==> config.mk <==
export PLATFORM = sky130hd
export DESIGN_NAME = loop_control_core_flat
export DESIGN_NICKNAME = d
export VERILOG_FILES = /design/src/rtl/loop_control_if.sv /design/src/rtl/loop_control_core.sv /design/src/flat_wrapper.sv
export SDC_FILE = /design/constraint.sdc
export NUM_CORES = 1
export LEC_CHECK = 0
export ABC_AREA = 1
export ABC_CLOCK_PERIOD_IN_PS = 3000
export CAP_MARGIN = 10
export CORE_ASPECT_RATIO = 1.4
export CORE_MARGIN = 10
export CORE_UTILIZATION = 25
export DETAILED_ROUTE_END_ITERATION = 6
export PLACE_DENSITY_LB_ADDON = 0.1
export REMOVE_ABC_BUFFERS = 1
export SLEW_MARGIN = 15
export SYNTH_ARGS = -nofsm -noshare
export SYNTH_HDL_FRONTEND = slang
export SYNTH_SLANG_ARGS = --single-unit
==> constraint.sdc <==
create_clock -name i_clk -period 3 [get_ports i_clk]
set_clock_uncertainty 0.15 [all_clocks]
set_input_delay 0.6 -clock i_clk [delete_from_list [all_inputs] [get_ports i_clk]]
set_output_delay 0.6 -clock i_clk [all_outputs]
set_load 0.05 [all_outputs]
==> src/rtl/loop_control_if.sv <==
// Command/status bundle between the loop controller and its host/engines.
// The master modport drives keys, chunk select, requests and engine completions;
// the slave modport (the controller) drives state, start/stop pulses and latched selection.
interface loop_control_if #(
  parameter int unsigned NUM_CH = 5,
  parameter int unsigned ADDR_W = 23
);
  logic [3:0]        i_key;
  logic [NUM_CH-1:0] i_sw;
  logic              i_mix_req;
  logic [4:0]        i_pitch_cfg;
  logic              i_rec_done;
  logic              i_play_done;
  logic              i_mix_done;
  logic              i_pitch_done;

  logic [2:0]        o_state;
  logic              o_rec_start;
  logic              o_play_start;
  logic              o_mix_start;
  logic              o_pitch_start;
  logic              o_stop;
  logic [ADDR_W-1:0] o_addr;
  logic [NUM_CH-1:0] o_mix_mask;
  logic [4:0]        o_pitch_cfg;
  logic              o_err;

  modport master (
    output i_key, i_sw, i_mix_req, i_pitch_cfg,
    output i_rec_done, i_play_done, i_mix_done, i_pitch_done,
    input  o_state, o_rec_start, o_play_start, o_mix_start, o_pitch_start,
    input  o_stop, o_addr, o_mix_mask, o_pitch_cfg, o_err
  );

  modport slave (
    input  i_key, i_sw, i_mix_req, i_pitch_cfg,
    input  i_rec_done, i_play_done, i_mix_done, i_pitch_done,
    output o_state, o_rec_start, o_play_start, o_mix_start, o_pitch_start,
    output o_stop, o_addr, o_mix_mask, o_pitch_cfg, o_err
  );
endinterface

==> src/rtl/loop_control_core.sv <==
// Loop-station command controller: turns key edges / mix requests into engine start
// pulses, latches the selected chunk, and supervises stop with a completion timeout.
// Optional pitch engine support is compiled in with macro LOOP_CTRL_PITCH_EN.
module loop_control_core #(
  parameter int unsigned NUM_CH      = 5,
  parameter int unsigned ADDR_W      = 23,
  parameter int unsigned CHUNK_SHIFT = 20,
  parameter int unsigned TIMEOUT     = 1024
) (
  input logic         i_clk,
  input logic         i_rst,
  loop_control_if.slave bus
);

  localparam int unsigned IdxW = (NUM_CH > 1) ? $clog2(NUM_CH) : 1;
  localparam int unsigned CntW = $clog2(TIMEOUT + 1);

  typedef enum logic [2:0] {
    StIdle     = 3'd0,
    StRec      = 3'd1,
    StPlay     = 3'd2,
    StMix      = 3'd3,
    StPitch    = 3'd4,
    StStopping = 3'd5
  } state_e;

  state_e            state_q, state_d;
  state_e            owner_q, owner_d;   // engine being stopped while in StStopping
  logic [CntW-1:0]   cnt_q, cnt_d;
  logic [3:0]        key_prev_q;
  logic              armed_q;            // low for the first cycle after reset
  logic              rec_start_q, rec_start_d;
  logic              play_start_q, play_start_d;
  logic              mix_start_q, mix_start_d;
  logic              stop_q, stop_d;
  logic [ADDR_W-1:0] addr_q, addr_d;
  logic [NUM_CH-1:0] mask_q, mask_d;
  logic              err_q, err_d;

  logic [3:0]        key_rise;
  logic              rec_ev, play_ev, stop_ev, pitch_ev;
  logic              sw_onehot, sw_nonzero;
  logic [IdxW-1:0]   sel_idx;
  logic [ADDR_W-1:0] sel_addr;
  logic              owner_done;

`ifdef LOOP_CTRL_PITCH_EN
  logic              pitch_start_q, pitch_start_d;
  logic [4:0]        pcfg_q, pcfg_d;
`else
  logic              unused_pitch;
  assign unused_pitch = ^{key_rise[3], bus.i_pitch_cfg, bus.i_pitch_done};
`endif

  // Edge detection; a key already held when reset releases is absorbed by armed_q.
  assign key_rise = armed_q ? (bus.i_key & ~key_prev_q) : 4'b0000;
  assign rec_ev   = key_rise[0];
  assign play_ev  = key_rise[1];
  assign stop_ev  = key_rise[2];
`ifdef LOOP_CTRL_PITCH_EN
  assign pitch_ev = key_rise[3];
`else
  assign pitch_ev = 1'b0;
`endif

  assign sw_nonzero = |bus.i_sw;
  assign sw_onehot  = sw_nonzero && ((bus.i_sw & (bus.i_sw - 1'b1)) == '0);

  // Chunk index of the selected switch; only meaningful when one-hot.
  always_comb begin
    sel_idx = '0;
    for (int i = 0; i < NUM_CH; i++) begin
      if (bus.i_sw[i]) sel_idx = IdxW'(i);
    end
  end

  assign sel_addr = ADDR_W'(sel_idx) << CHUNK_SHIFT;

  // Completion of the engine that was told to stop.
  always_comb begin
    owner_done = 1'b0;
    case (owner_q)
      StRec:   owner_done = bus.i_rec_done;
      StPlay:  owner_done = bus.i_play_done;
      StMix:   owner_done = bus.i_mix_done;
`ifdef LOOP_CTRL_PITCH_EN
      StPitch: owner_done = bus.i_pitch_done;
`endif
      default: owner_done = 1'b0;
    endcase
  end

  // Next-state and registered-output logic.
  always_comb begin
    state_d      = state_q;
    owner_d      = owner_q;
    cnt_d        = cnt_q;
    rec_start_d  = 1'b0;
    play_start_d = 1'b0;
    mix_start_d  = 1'b0;
    stop_d       = 1'b0;
    addr_d       = addr_q;
    mask_d       = mask_q;
    err_d        = err_q;
`ifdef LOOP_CTRL_PITCH_EN
    pitch_start_d = 1'b0;
    pcfg_d        = pcfg_q;
`endif

    case (state_q)
      StIdle: begin
        // Highest-priority pending command wins; rejection does not fall through.
        if (rec_ev) begin
          if (sw_onehot) begin
            state_d     = StRec;
            rec_start_d = 1'b1;
            addr_d      = sel_addr;
            err_d       = 1'b0;
          end else begin
            err_d = 1'b1;
          end
        end else if (play_ev) begin
          if (sw_onehot) begin
            state_d      = StPlay;
            play_start_d = 1'b1;
            addr_d       = sel_addr;
            err_d        = 1'b0;
          end else begin
            err_d = 1'b1;
          end
        end else if (bus.i_mix_req) begin
          if (sw_nonzero) begin
            state_d     = StMix;
            mix_start_d = 1'b1;
            mask_d      = bus.i_sw;
            err_d       = 1'b0;
          end else begin
            err_d = 1'b1;
          end
        end else if (pitch_ev) begin
`ifdef LOOP_CTRL_PITCH_EN
          if (sw_onehot) begin
            state_d       = StPitch;
            pitch_start_d = 1'b1;
            addr_d        = sel_addr;
            pcfg_d        = bus.i_pitch_cfg;
            err_d         = 1'b0;
          end else begin
            err_d = 1'b1;
          end
`endif
        end
      end

      StRec, StPlay, StMix, StPitch: begin
        // Own done beats a simultaneous STOP; foreign dones are ignored.
        if ((state_q == StRec   && bus.i_rec_done)  ||
            (state_q == StPlay  && bus.i_play_done) ||
            (state_q == StMix   && bus.i_mix_done)
`ifdef LOOP_CTRL_PITCH_EN
            || (state_q == StPitch && bus.i_pitch_done)
`endif
           ) begin
          state_d = StIdle;
        end else if (stop_ev) begin
          state_d = StStopping;
          owner_d = state_q;
          stop_d  = 1'b1;
          cnt_d   = CntW'(TIMEOUT);
        end
      end

      StStopping: begin
        if (owner_done) begin
          state_d = StIdle;
          cnt_d   = '0;
        end else if (cnt_q == '0) begin
          state_d = StIdle;
          err_d   = 1'b1;
        end else begin
          cnt_d = cnt_q - 1'b1;
        end
      end

      default: state_d = StIdle;
    endcase
  end

  // State, history and output registers.
  always_ff @(posedge i_clk) begin
    if (i_rst) begin
      state_q      <= StIdle;
      owner_q      <= StIdle;
      cnt_q        <= '0;
      key_prev_q   <= 4'b0000;
      armed_q      <= 1'b0;
      rec_start_q  <= 1'b0;
      play_start_q <= 1'b0;
      mix_start_q  <= 1'b0;
      stop_q       <= 1'b0;
      addr_q       <= '0;
      mask_q       <= '0;
      err_q        <= 1'b0;
    end else begin
      state_q      <= state_d;
      owner_q      <= owner_d;
      cnt_q        <= cnt_d;
      key_prev_q   <= bus.i_key;
      armed_q      <= 1'b1;
      rec_start_q  <= rec_start_d;
      play_start_q <= play_start_d;
      mix_start_q  <= mix_start_d;
      stop_q       <= stop_d;
      addr_q       <= addr_d;
      mask_q       <= mask_d;
      err_q        <= err_d;
    end
  end

`ifdef LOOP_CTRL_PITCH_EN
  // Pitch engine start pulse and latched configuration.
  always_ff @(posedge i_clk) begin
    if (i_rst) begin
      pitch_start_q <= 1'b0;
      pcfg_q        <= 5'd0;
    end else begin
      pitch_start_q <= pitch_start_d;
      pcfg_q        <= pcfg_d;
    end
  end

  assign bus.o_pitch_start = pitch_start_q;
  assign bus.o_pitch_cfg   = pcfg_q;
`else
  assign bus.o_pitch_start = 1'b0;
  assign bus.o_pitch_cfg   = 5'd0;
`endif

  assign bus.o_state      = state_q;
  assign bus.o_rec_start  = rec_start_q;
  assign bus.o_play_start = play_start_q;
  assign bus.o_mix_start  = mix_start_q;
  assign bus.o_stop       = stop_q;
  assign bus.o_addr       = addr_q;
  assign bus.o_mix_mask   = mask_q;
  assign bus.o_err        = err_q;

endmodule
==> src/flat_wrapper.sv <==
// flat-port wrapper written by rule: the top's interface ports become plain ports
module loop_control_core_flat 
#(
  parameter int unsigned NUM_CH      = 5,
  parameter int unsigned ADDR_W      = 23,
  parameter int unsigned CHUNK_SHIFT = 20,
  parameter int unsigned TIMEOUT     = 1024
)
  (i_clk, i_rst, bus_i_key, bus_i_sw, bus_i_mix_req, bus_i_pitch_cfg, bus_i_rec_done, bus_i_play_done, bus_i_mix_done, bus_i_pitch_done, bus_o_state, bus_o_rec_start, bus_o_play_start, bus_o_mix_start, bus_o_pitch_start, bus_o_stop, bus_o_addr, bus_o_mix_mask, bus_o_pitch_cfg, bus_o_err);
  loop_control_if #(.NUM_CH(NUM_CH), .ADDR_W(ADDR_W)) bus_i ();
  input logic i_clk;
  input logic i_rst;
  input wire logic [$bits(bus_i.i_key)-1:0] bus_i_key;
  input wire logic [$bits(bus_i.i_sw)-1:0] bus_i_sw;
  input wire logic [$bits(bus_i.i_mix_req)-1:0] bus_i_mix_req;
  input wire logic [$bits(bus_i.i_pitch_cfg)-1:0] bus_i_pitch_cfg;
  input wire logic [$bits(bus_i.i_rec_done)-1:0] bus_i_rec_done;
  input wire logic [$bits(bus_i.i_play_done)-1:0] bus_i_play_done;
  input wire logic [$bits(bus_i.i_mix_done)-1:0] bus_i_mix_done;
  input wire logic [$bits(bus_i.i_pitch_done)-1:0] bus_i_pitch_done;
  output wire logic [$bits(bus_i.o_state)-1:0] bus_o_state;
  output wire logic [$bits(bus_i.o_rec_start)-1:0] bus_o_rec_start;
  output wire logic [$bits(bus_i.o_play_start)-1:0] bus_o_play_start;
  output wire logic [$bits(bus_i.o_mix_start)-1:0] bus_o_mix_start;
  output wire logic [$bits(bus_i.o_pitch_start)-1:0] bus_o_pitch_start;
  output wire logic [$bits(bus_i.o_stop)-1:0] bus_o_stop;
  output wire logic [$bits(bus_i.o_addr)-1:0] bus_o_addr;
  output wire logic [$bits(bus_i.o_mix_mask)-1:0] bus_o_mix_mask;
  output wire logic [$bits(bus_i.o_pitch_cfg)-1:0] bus_o_pitch_cfg;
  output wire logic [$bits(bus_i.o_err)-1:0] bus_o_err;
  assign bus_i.i_key = bus_i_key;
  assign bus_i.i_sw = bus_i_sw;
  assign bus_i.i_mix_req = bus_i_mix_req;
  assign bus_i.i_pitch_cfg = bus_i_pitch_cfg;
  assign bus_i.i_rec_done = bus_i_rec_done;
  assign bus_i.i_play_done = bus_i_play_done;
  assign bus_i.i_mix_done = bus_i_mix_done;
  assign bus_i.i_pitch_done = bus_i_pitch_done;
  assign bus_o_state = bus_i.o_state;
  assign bus_o_rec_start = bus_i.o_rec_start;
  assign bus_o_play_start = bus_i.o_play_start;
  assign bus_o_mix_start = bus_i.o_mix_start;
  assign bus_o_pitch_start = bus_i.o_pitch_start;
  assign bus_o_stop = bus_i.o_stop;
  assign bus_o_addr = bus_i.o_addr;
  assign bus_o_mix_mask = bus_i.o_mix_mask;
  assign bus_o_pitch_cfg = bus_i.o_pitch_cfg;
  assign bus_o_err = bus_i.o_err;
  loop_control_core #(.NUM_CH(NUM_CH), .ADDR_W(ADDR_W), .CHUNK_SHIFT(CHUNK_SHIFT), .TIMEOUT(TIMEOUT)) u_core (.i_clk(i_clk), .i_rst(i_rst), .bus(bus_i));
endmodule
==> results.toml <==
[run_status]
outcome = "complete, no violations"

[cts]
clkTransAtPathRegs_ns = 0.07
ctsHoldBuffers = 0
ctsResizeCount = 0
clkLatencyLatePin_ns = 0.29
cts.sinks = 34
cts_buffers = 5
htree_levels = 2
cts_buffer_depth = 2
cts_tree = "built"
post_cts_buffers = 0
cts_root_buf = "clkbuf_8"

[timing]
min_period_ns = 2.45
grt_setup_unrepaired = "false"
setup_tns_ns = 0
min_period_over_period = 0.815
maxSlewHeadroom = 0.651
fmax_mhz = 409
hold_violations = 0
tightest_slew_ns = 0.522
maxSlewViolCount = 0
setup_slack_ns = 0.554
finalSetupViolCount = 0

[worst_setup_path]
r2r_slack_ns = 1.08
cpLargestDelayFamily = "buffers and inverters"
crit_type = "reg -> out"
cp_max_fo = 8
path_cells = "clkdlybuf4s50_1"
reg2reg_from = "u_core.bus.o_state[1]"
crit_end = "bus_o_state[1]"
setup.worst_path.start = "u_core.bus.o_state[1]"
worstPathArrival_ns = 1.70
crit_required_ns = 2.25
worst-path-buf-inv = 1
start_kind = "flop"
worst-r2r-cell-count = 6
end_kind = "output port"
cp_slowest_cell = "clkdlybuf4s50_1"
max_stage_delay_ns = 0.88
worstReg2RegEnd = "u_core.owner_q[0]"
cp_num_cells = 1

[floorplanning]
num_io_pins = 63
initial_core_util = 0.259
die_h_um = 127
core_area_um2 = 7850
dieWidth_um = 96.1
rows = 38
die-area_um2 = 12200

[yosys]
synth_warnings = 0
synth-seq-cells = 34
yosysSeqAreaShare = 0.336
synth_top_cell_by_area = "dfxtp_1"
ys_async_sr_fraction = 0
netlist_instances = 320
yosys.area.top_type_share = 0.336
netlist_top_cells_area = "dfxtp_1, nand2_1, nor2_1"
synth_edf_count = 0
ys_types = 26
avgSynthCellArea_um2 = 6.34
syn-cell-area_um2 = 2030
synth-main-ff-cell = "dfxtp_1"

[final_layout]
drive_above_1_share = 0.0535
nNetsFinal = 377
diodes = 0
fin_cells = 455
postLayoutCellArea_um2 = 2440
layout_common_cells = "nand2_1, nor2_1, inv_1"
mostFrequentLayoutCell = "nand2_1"
syn_to_final_growth_pct = 20.3

[min_path]
min_from = "u_core.bus.o_addr[20]"
hp-class = "reg -> reg"

[pwr]
swShare = 0.498
clockPowerShare = 0.161
power_frac_comb = 0.565
p_switching_w = 0.00112
p_int_w = 0.00113
p_leak_nw = 1.17
cellPowerDensity_nw_per_um2 = 925
max-vdd-ir-drop_uv = 349
seqPwrFrac = 0.274

[placed_design]
numPortBuffers = 29
place.gp.congestion = 0.792
place_hpwl_um = 4370
pre_cts_ws_ns = 0.493
dp.cells = 447
placed_area_um2 = 2350

[global_route]
grt_pass1_vias = 1881
overflow = 0
grt_start_max_net_pins = 16
grtUsageTotal = 0.0932
grt_pass1_wl_um = 9030
antenna_found_initial = 0

[routing]
wl_um = 5610
drc = 0
via_per_inst = 4.25
detail_route.wl_per_cell_um = 12.3
postRouteAntennaNets = 0
drtIter0Drc = 79
dr.pass1.iters = 4
route.vias.total = 1934

[flow_run]
drv_cap = 0
## state kept, by name (all words and copies together), names as in the netlist
signal,cells
u_core.bus.o_err,1
u_core.cnt_q,11
u_core.bus.o_addr,3
u_core.key_prev_q,3
u_core.owner_q,3
u_core.bus.o_stop,1
u_core.bus.o_state,3
u_core.bus.o_mix_start,1
u_core.bus.o_play_start,1
u_core.bus.o_mix_mask,5
u_core.bus.o_rec_start,1
u_core.armed_q,1
## power groups by stage
| stage | Sequential, W | Combinational [W] | Clock [W] |
|---|---|---|---|
| floorplan | 0.000748 | 0.000848 | 0 |
| global placement | 0.000629 | 0.00129 | 0 |
| detailed placement | 0.000628 | 0.00129 | 0 |
| CTS | 0.000618 | 0.00129 | 0.000387 |
| global route | 0.000631 | 0.00145 | 0.000400 |
| finish | 0.000618 | 0.00128 | 0.000364 |
## stage by stage
stage / hold WS [ns] / power (W) / utilization
2_1_floorplan: 0.296 / 0.00160 / -
3_3_place_gp: 0.304 / 0.00192 / 0.299
3_5_place_dp: 0.314 / 0.00192 / 0.299
4_1_cts: 0.328 / 0.00230 / 0.311
5_1_grt: 0.352 / 0.00248 / 0.311
6_report: 0.322 / 0.00226 / 0.311
## cells in the mapped netlist (3+ instances only)
cell type and count:
a21oi_1 20, buf_4 26, clkbuf_1 3, dfxtp_1 34, inv_1 40, nand2_1 73
nand3_1 18, nand4_1 7, nor2_1 59, o21ai_0 16, o21ai_1 4
## cells by family after synthesis
| family | after synthesis | synth area share |
|---|---|---|
| compound gates | 44 | 0.114 |
| xor+xnor | 2 | 0.00864 |
| fa+ha+maj | 2 | 0.0123 |
| buf+inv | 72 | 0.182 |
| flops | 34 | 0.336 |
| other cells | 1 | 0.00185 |
| simple gates | 165 | 0.345 |
## metal layers
| layer | track usage | vias to the layer above | part of all wire |
|---|---|---|---|
| li1 | - | 1021 | - |
| met5 | 0 | - | 0 |
| met2 | 0.163 | 50 | 0.49 |
| met1 | 0.0997 | 854 | 0.41 |
| met3 | 0.0289 | 9 | 0.076 |
| met4 | 0.0366 | 0 | 0.019 |
## worst min-delay path, cell delays in order (launching register included)
cell and delay, ns:
dfxtp_1 0.31, nand2_1 0.06, a21oi_1 0.06
## how the worst min path moves through the flow
stage          cells after the start  slack, ns                    end
3_3_place_gp                       2       0.30  u_core.bus.o_addr[21]
3_5_place_dp                       2       0.31  u_core.bus.o_addr[21]
5_1_grt                            2       0.35  u_core.bus.o_addr[20]
4_1_cts                            2       0.33  u_core.bus.o_addr[20]
2_1_floorplan                      2       0.30      u_core.owner_q[0]
6_report                           2       0.32  u_core.bus.o_addr[20]
## area by class of cell
cell class / count / area (µm²)
sequential: 34 / 681
fill: 902 / 5410
tap: 100 / 125
timing repair buffer: 32 / 313
multi-input combinational: 239 / 1070
inverter: 42 / 158
clock buffer: 7 / 86.3
clock inverter: 1 / 5.00
Note: power is estimated with default switching activity, not from simulation.
==> edit 1: new RTL, same settings <==
Build with the macro `LOOP_CTRL_PITCH_EN` defined.
--- a/src/rtl/loop_control_core.sv
+++ b/src/rtl/loop_control_core.sv
@@ -1,6 +1,8 @@
 // Loop-station command controller: turns key edges / mix requests into engine start
 // pulses, latches the selected chunk, and supervises stop with a completion timeout.
 // Optional pitch engine support is compiled in with macro LOOP_CTRL_PITCH_EN.
+`define LOOP_CTRL_PITCH_EN
+
 module loop_control_core #(
   parameter int unsigned NUM_CH      = 5,
   parameter int unsigned ADDR_W      = 23,
Function: changed (a bounded check fails within 4 cycles, from zero or initial values and one cycle with i_rst high).
==> edit 1 against the original RTL <==
- design area increased by 24%
- register-to-register slack got worse by 0.04 ns
- first-iteration DRC count increased by 25%
- power increased by 4.5%
- global-route usage increased by 0.14 points
- area after synthesis increased by 19%
- utilization increased by 0.96 points
- sequential cell count increased by 7
- wire length increased by 17%
- clock power increased by 66%
- worst setup slack improved by 0.040 ns
- worst hold slack got worse by 0.0036 ns
- critical endpoint is now bus_o_state[2]
==> edit 1: results (changes against the original RTL) <==
| Metric | Value |
|---|---|
| Final HPWL DP | `5.076 mm (+16%)` |
| Area contributors post-synth | `dfxtp_1, nand2_1, nor2_1` |
| Clk Latency, worst-skew pair | `0.28 ns` |
| TritonCTS buffer count | `5 (unchanged)` |
| GR Util All Layers | `9.458% (+0.14 points)` |
| Cell taking the most area after synthesis | `dfxtp_1` |
| Hold Crit Class | `reg2reg` |
| Primary FF master, synth | `dfxtp_1` |
| Largest register by flop count | `u_core.cnt_q` |
| CP max stage delay | `0.87 ns` |
| Crit path capture | `bus_o_state[2]` |
| Root buf cell | `clkbuf_16` |
| Cell variety after synth | `29 (+12%)` |
| Setup crit start kind | `flop` |
| Largest net degree at the start of global routing | `24 (+8)` |
| Worst Path Arrival | `1.66 ns (-0.04 ns)` |
| Cell count of the worst reg-to-reg path | `7 (+1)` |
| I/O Buffers | `42 (+45%)` |
| Placer Congestion | `0.7795 (-1.6%)` |
| Register area share after synthesis | `33.95% (+0.39 points)` |
| Async SR Flop Fraction | `0% (unchanged)` |
| Vias in the first global route | `2182 (+16%)` |
| Initial drt markers | `99 (+25%)` |
| Critical-path top delay cell | `clkdlybuf4s50_1` |
| Clock Pin Slew Worst Setup and Hold Paths | `0.06 ns` |
| Total Nets Final | `431 (+14%)` |
| Drt wl/cell | `12.67 um (+2.8%)` |
| Peak supply drop | `0.0002285 V (-35%)` |
| TritonRoute pass-1 iters | `4 (unchanged)` |
| Max-Slew Margin vs Limit | `61.67% (-3.4 points)` |
| Share of post-route cells with drive strength above 1 | `11.52% (+6.2 points)` |
| R2r setup slk | `1.04 ns (-0.04 ns)` |
| Yosys warnings | `0 (unchanged)` |
| Critical R2R Capture | `u_core.cnt_q[0]` |
| R2r startpoint | `u_core.bus.o_state[2]` |
| Vias per Instance | `4.347 (+2.3%)` |
| Fill count | `1076 (+19%)` |
| Initial antenna violation count | `0 (unchanged)` |
| Synth top cells by count | `nand2_1, nor2_1, dfxtp_1, inv_1, nand3_1` |
| CP delay by family, top | `buffers and inverters` |
| Maximum clock path buffer count | `2 (unchanged)` |
| CTS H-tree depth | `2 (unchanged)` |
| Max FFs per register | `11 (unchanged)` |
| Static Leak | `1.393 nW (+19%)` |
| CP max FO | `7 (-1)` |
| Pwr dens | `777.7 nW/um^2 (-16%)` |
| ANT cells | `0 (unchanged)` |
| Setup Buffers After CTS | `0 (unchanged)` |
| Post-CTS sizing | `0 (unchanged)` |
| Outcome | `finished, final reports clean` |
| First-pass GRT wire length | `10.55 mm (+17%)` |
[edit 1: area by class of cell]
class	instances	share of cell area [%]
clock inverters	2	1.155
clock buffers	5	4.125
flip-flops and latches	41	27.06
multi-input cells	271	43.19
repair buffers	44	14.36
well taps	110	4.538
inverters	45	5.569
[edit 1: report_power, final]
part / total [W] / leakage (nW) / switching (W) / internal, W
combinational: 0.00109 / 0.980 / 0.000742 / 0.000344
sequential: 0.000670 / 0.334 / 0.0000596 / 0.000610
clock: 0.000603 / 0.0797 / 0.000217 / 0.000386
[edit 1: how the worst min path moves through the flow]
stage / start / endpoint / slack, ns / cells past startpoint
after floorplan: u_core.cnt_q[1] / u_core.cnt_q[1] / 0.30 / 2
after global placement: u_core.bus.o_err / u_core.bus.o_err / 0.31 / 1
after detailed placement: u_core.bus.o_addr[20] / u_core.bus.o_addr[20] / 0.32 / 2
after CTS: u_core.bus.o_addr[20] / u_core.bus.o_addr[20] / 0.33 / 2
after global routing: u_core.bus.o_mix_mask[4] / u_core.bus.o_mix_mask[4] / 0.34 / 2
final: u_core.bus.o_addr[20] / u_core.bus.o_addr[20] / 0.32 / 2
[edit 1: kinds of logic after synthesis]
kind of cell	after synthesis	share of synthesized area, %
and+or+nand+nor	203	38.35
other	1	0.1551
AOI/OAI and AO/OA	44	10.97
xor gates and xnor gates	2	0.7248
DFF	41	33.95
adders and majority gates	2	1.035
buffers and inverters	71	14.80
[edit 1: per-layer routing]
metal	global-route usage, %	vias to the layer above	routed length, um
li1	-	1180	-
met1	10.40	1015	2729
met2	16.43	49	3334
met3	2.846	8	379
met4	3.721	0	121
met5	0	-	0
[edit 1: metrics by stage]
| step | setup slack (ns) | cell area, um^2 | util, % | cells | power [W] |
|---|---|---|---|---|---|
| after detailed placement | 0.4125 | 2873 | 30.37 | 511 | 0.001782 |
| final | 0.5940 | 3033 | 32.06 | 518 | 0.002359 |
| after global placement | 0.3975 | 2873 | 30.37 | 511 | 0.001782 |
| after floorplan | 0.9983 | 2300 | - | 357 | 0.001493 |
| after CTS | 0.5704 | 3033 | 32.06 | 518 | 0.002410 |
| after global routing | 0.4672 | 3033 | 32.06 | 518 | 0.002539 |
==> edit 2: new RTL, same settings <==
Made on the original files. `key_prev_q` and `addr_q` no longer have a reset.
--- a/src/rtl/loop_control_core.sv
+++ b/src/rtl/loop_control_core.sv
@@ -192,29 +192,30 @@
       state_q      <= StIdle;
       owner_q      <= StIdle;
       cnt_q        <= '0;
-      key_prev_q   <= 4'b0000;
       armed_q      <= 1'b0;
       rec_start_q  <= 1'b0;
       play_start_q <= 1'b0;
       mix_start_q  <= 1'b0;
       stop_q       <= 1'b0;
-      addr_q       <= '0;
       mask_q       <= '0;
       err_q        <= 1'b0;
     end else begin
       state_q      <= state_d;
       owner_q      <= owner_d;
       cnt_q        <= cnt_d;
-      key_prev_q   <= bus.i_key;
       armed_q      <= 1'b1;
       rec_start_q  <= rec_start_d;
       play_start_q <= play_start_d;
       mix_start_q  <= mix_start_d;
       stop_q       <= stop_d;
-      addr_q       <= addr_d;
       mask_q       <= mask_d;
       err_q        <= err_d;
     end
+  end
+
+  always_ff @(posedge i_clk) begin
+    key_prev_q <= bus.i_key;
+    addr_q     <= addr_d;
   end
 
 `ifdef LOOP_CTRL_PITCH_EN
Function: differs if i_rst is asserted again (counterexample within 4 cycles, from zero or initial values and one cycle with i_rst high); with i_rst held inactive, the same outputs for 10 cycles.
==> edit 2 against the original RTL <==
- design area is 5.6% lower
- wire length is 8.5% lower
- register-to-register slack better by 0.04 ns
- cell count is 9.9% lower
- fmax is 0.82% higher
- synthesized cell count is 13% lower
- worst hold slack worse by 0.0067 ns
- area after synthesis is 6.3% lower
- worst setup slack better by 0.020 ns
- combinational power is 23% lower
- sequential cell count stayed put
- power is 15% lower
- largest cell class unchanged
- largest power group unchanged
==> edit 2: results (changes against the original RTL) <==
| Metric | Value |
|---|---|
| Outcome | `finished, final reports clean` |
| R2r setup slk | `1.12 ns (+0.04 ns)` |
| Compound-gate portion of the synthesized area | `11.26% (-0.16 points)` |
| Cell-internal power | `0.0009940 W (-12%)` |
| Vias in the first global route | `1731 (-8.0%)` |
| Share of post-route cells with drive strength above 1 | `6.070% (+0.72 points)` |
| Fmax | `0.4122 GHz (+0.82%)` |
| Register area share after synthesis | `37.39% (+3.8 points)` |
| Area contributors post-synth | `dfxtp_1, nand2_1, nor2_1` |
| EDFF count, synth | `3 (+3)` |
| Total Nets Final | `335 (-11%)` |
| Final HPWL DP | `4.070 mm (-6.8%)` |
| Initial drt markers | `60 (-24%)` |
| Adder-Cell Fraction of Synth Area | `1.317% (+0.083 points)` |
| Synth Area in XOR/XNOR | `0.9217% (+0.058 points)` |
| Place WS | `0.4830 ns (-0.01001 ns)` |
| Fill count | `826 (-8.4%)` |
| Cell variety after synth | `29 (+12%)` |
| Max FFs per register | `11 (unchanged)` |
| TritonRoute pass-1 iters | `4 (unchanged)` |
| First-pass GRT wire length | `8.335 mm (-7.6%)` |
| Placer Congestion | `0.7446 (-6.0%)` |
| GR Util All Layers | `9.164% (-0.15 points)` |
| Measured slew at the worst slew-check pin | `0.5251 ns (+0.002763 ns)` |
| Worst Path Arrival | `1.68 ns (-0.02 ns)` |
| Static Leak | `1.034 nW (-11%)` |
| Peak supply drop | `0.0002986 V (-15%)` |
| Synth top cells by count | `nand2_1, nor2_1, dfxtp_1` |
| Placed Area | `2215 um^2 (-5.7%)` |
| Vias per Instance | `4.193 (-1.4%)` |
| Drt wl/cell | `12.52 um (+1.5%)` |
[edit 2: changes by cell type after synthesis, sizes merged, moves of 2 or more]
cell	before	now
nand4	7	5
nand3	20	13
nand3b	0	2
o21bai	1	4
nor3	2	5
a21oi	20	16
a31oi	0	3
o21ai	21	17
inv	42	25
nand2	75	60
clkbuf	4	2
edfxtp	0	3
dfxtp	34	31
nor2	60	57
[edit 2: power by group through the flow]
stage	Clock, W	Combinational, W	Sequential [W]
final	0.000340	0.000980	0.000594
after global placement	0	0.000990	0.000604
after CTS	0.000357	0.000996	0.000595
after detailed placement	0	0.000992	0.000605
after floorplan	0	0.000600	0.000730
after global routing	0.000378	0.00111	0.000605
[edit 2: stage by stage]
step | cells | hold slack (ns) | total power (W)
2_1_floorplan | 273 | 0.3164 | 0.001330
3_3_place_gp | 402 | 0.3124 | 0.001594
3_5_place_dp | 402 | 0.3204 | 0.001597
4_1_cts | 410 | 0.3261 | 0.001948
5_1_grt | 410 | 0.3458 | 0.002094
6_report | 410 | 0.3155 | 0.001914
[edit 2: path summary, 6_finish.rpt]
| path | from | end | cells after the start |
|---|---|---|---|
| worst min-delay path | u_core.bus.o_err | u_core.bus.o_err | 2 |
| worst max register to register | u_core.cnt_q[0] | u_core.cnt_q[7] | 9 |
| worst min register to register | u_core.bus.o_err | u_core.bus.o_err | 2 |
| worst max-delay path | u_core.bus.o_state[1] | bus_o_state[1] | 1 |
[edit 2: worst reg2reg max path: stages (launching register included)]
cell	delay, ns
dfxtp_1	0.34
inv_1	0.18
ha_1	0.21
nand2_1	0.07
nor2_1	0.17
nand4_1	0.17
nand3_4	0.20
inv_2	0.13
nand2_1	0.09
a21oi_1	0.06
[edit 2: logic make-up after synthesis]
family,count (synthesis)
flip-flops,34
buffers and inverters,55
AO/OA/AOI/OAI,40
AND/OR/NAND/NOR,143
XOR/XNOR,2
adder cells (fa/ha/maj),2
other,1
[edit 2: area by class of cell]
type                    instances  area (um^2)  area share, %
flip-flops and latches         34        710.7          30.87
clock inverters                 2        15.01         0.6522
inverters                      26        97.59          4.239
multi-input cells             213        972.2          42.23
well taps                      97        121.4          5.272
repair buffers                 32        312.8          13.59
clock buffers                   6        72.57          3.152
[edit 2: metal layers]
metal	wire, um	global-route usage (%)	vias to the layer above	part of all wire (%)
met5	0	0	-	0
met4	101	3.810	0	2.0
met3	355	3.396	7	6.9
met2	2723	17.16	38	53
met1	1955	8.728	773	38
li1	-	-	901	-
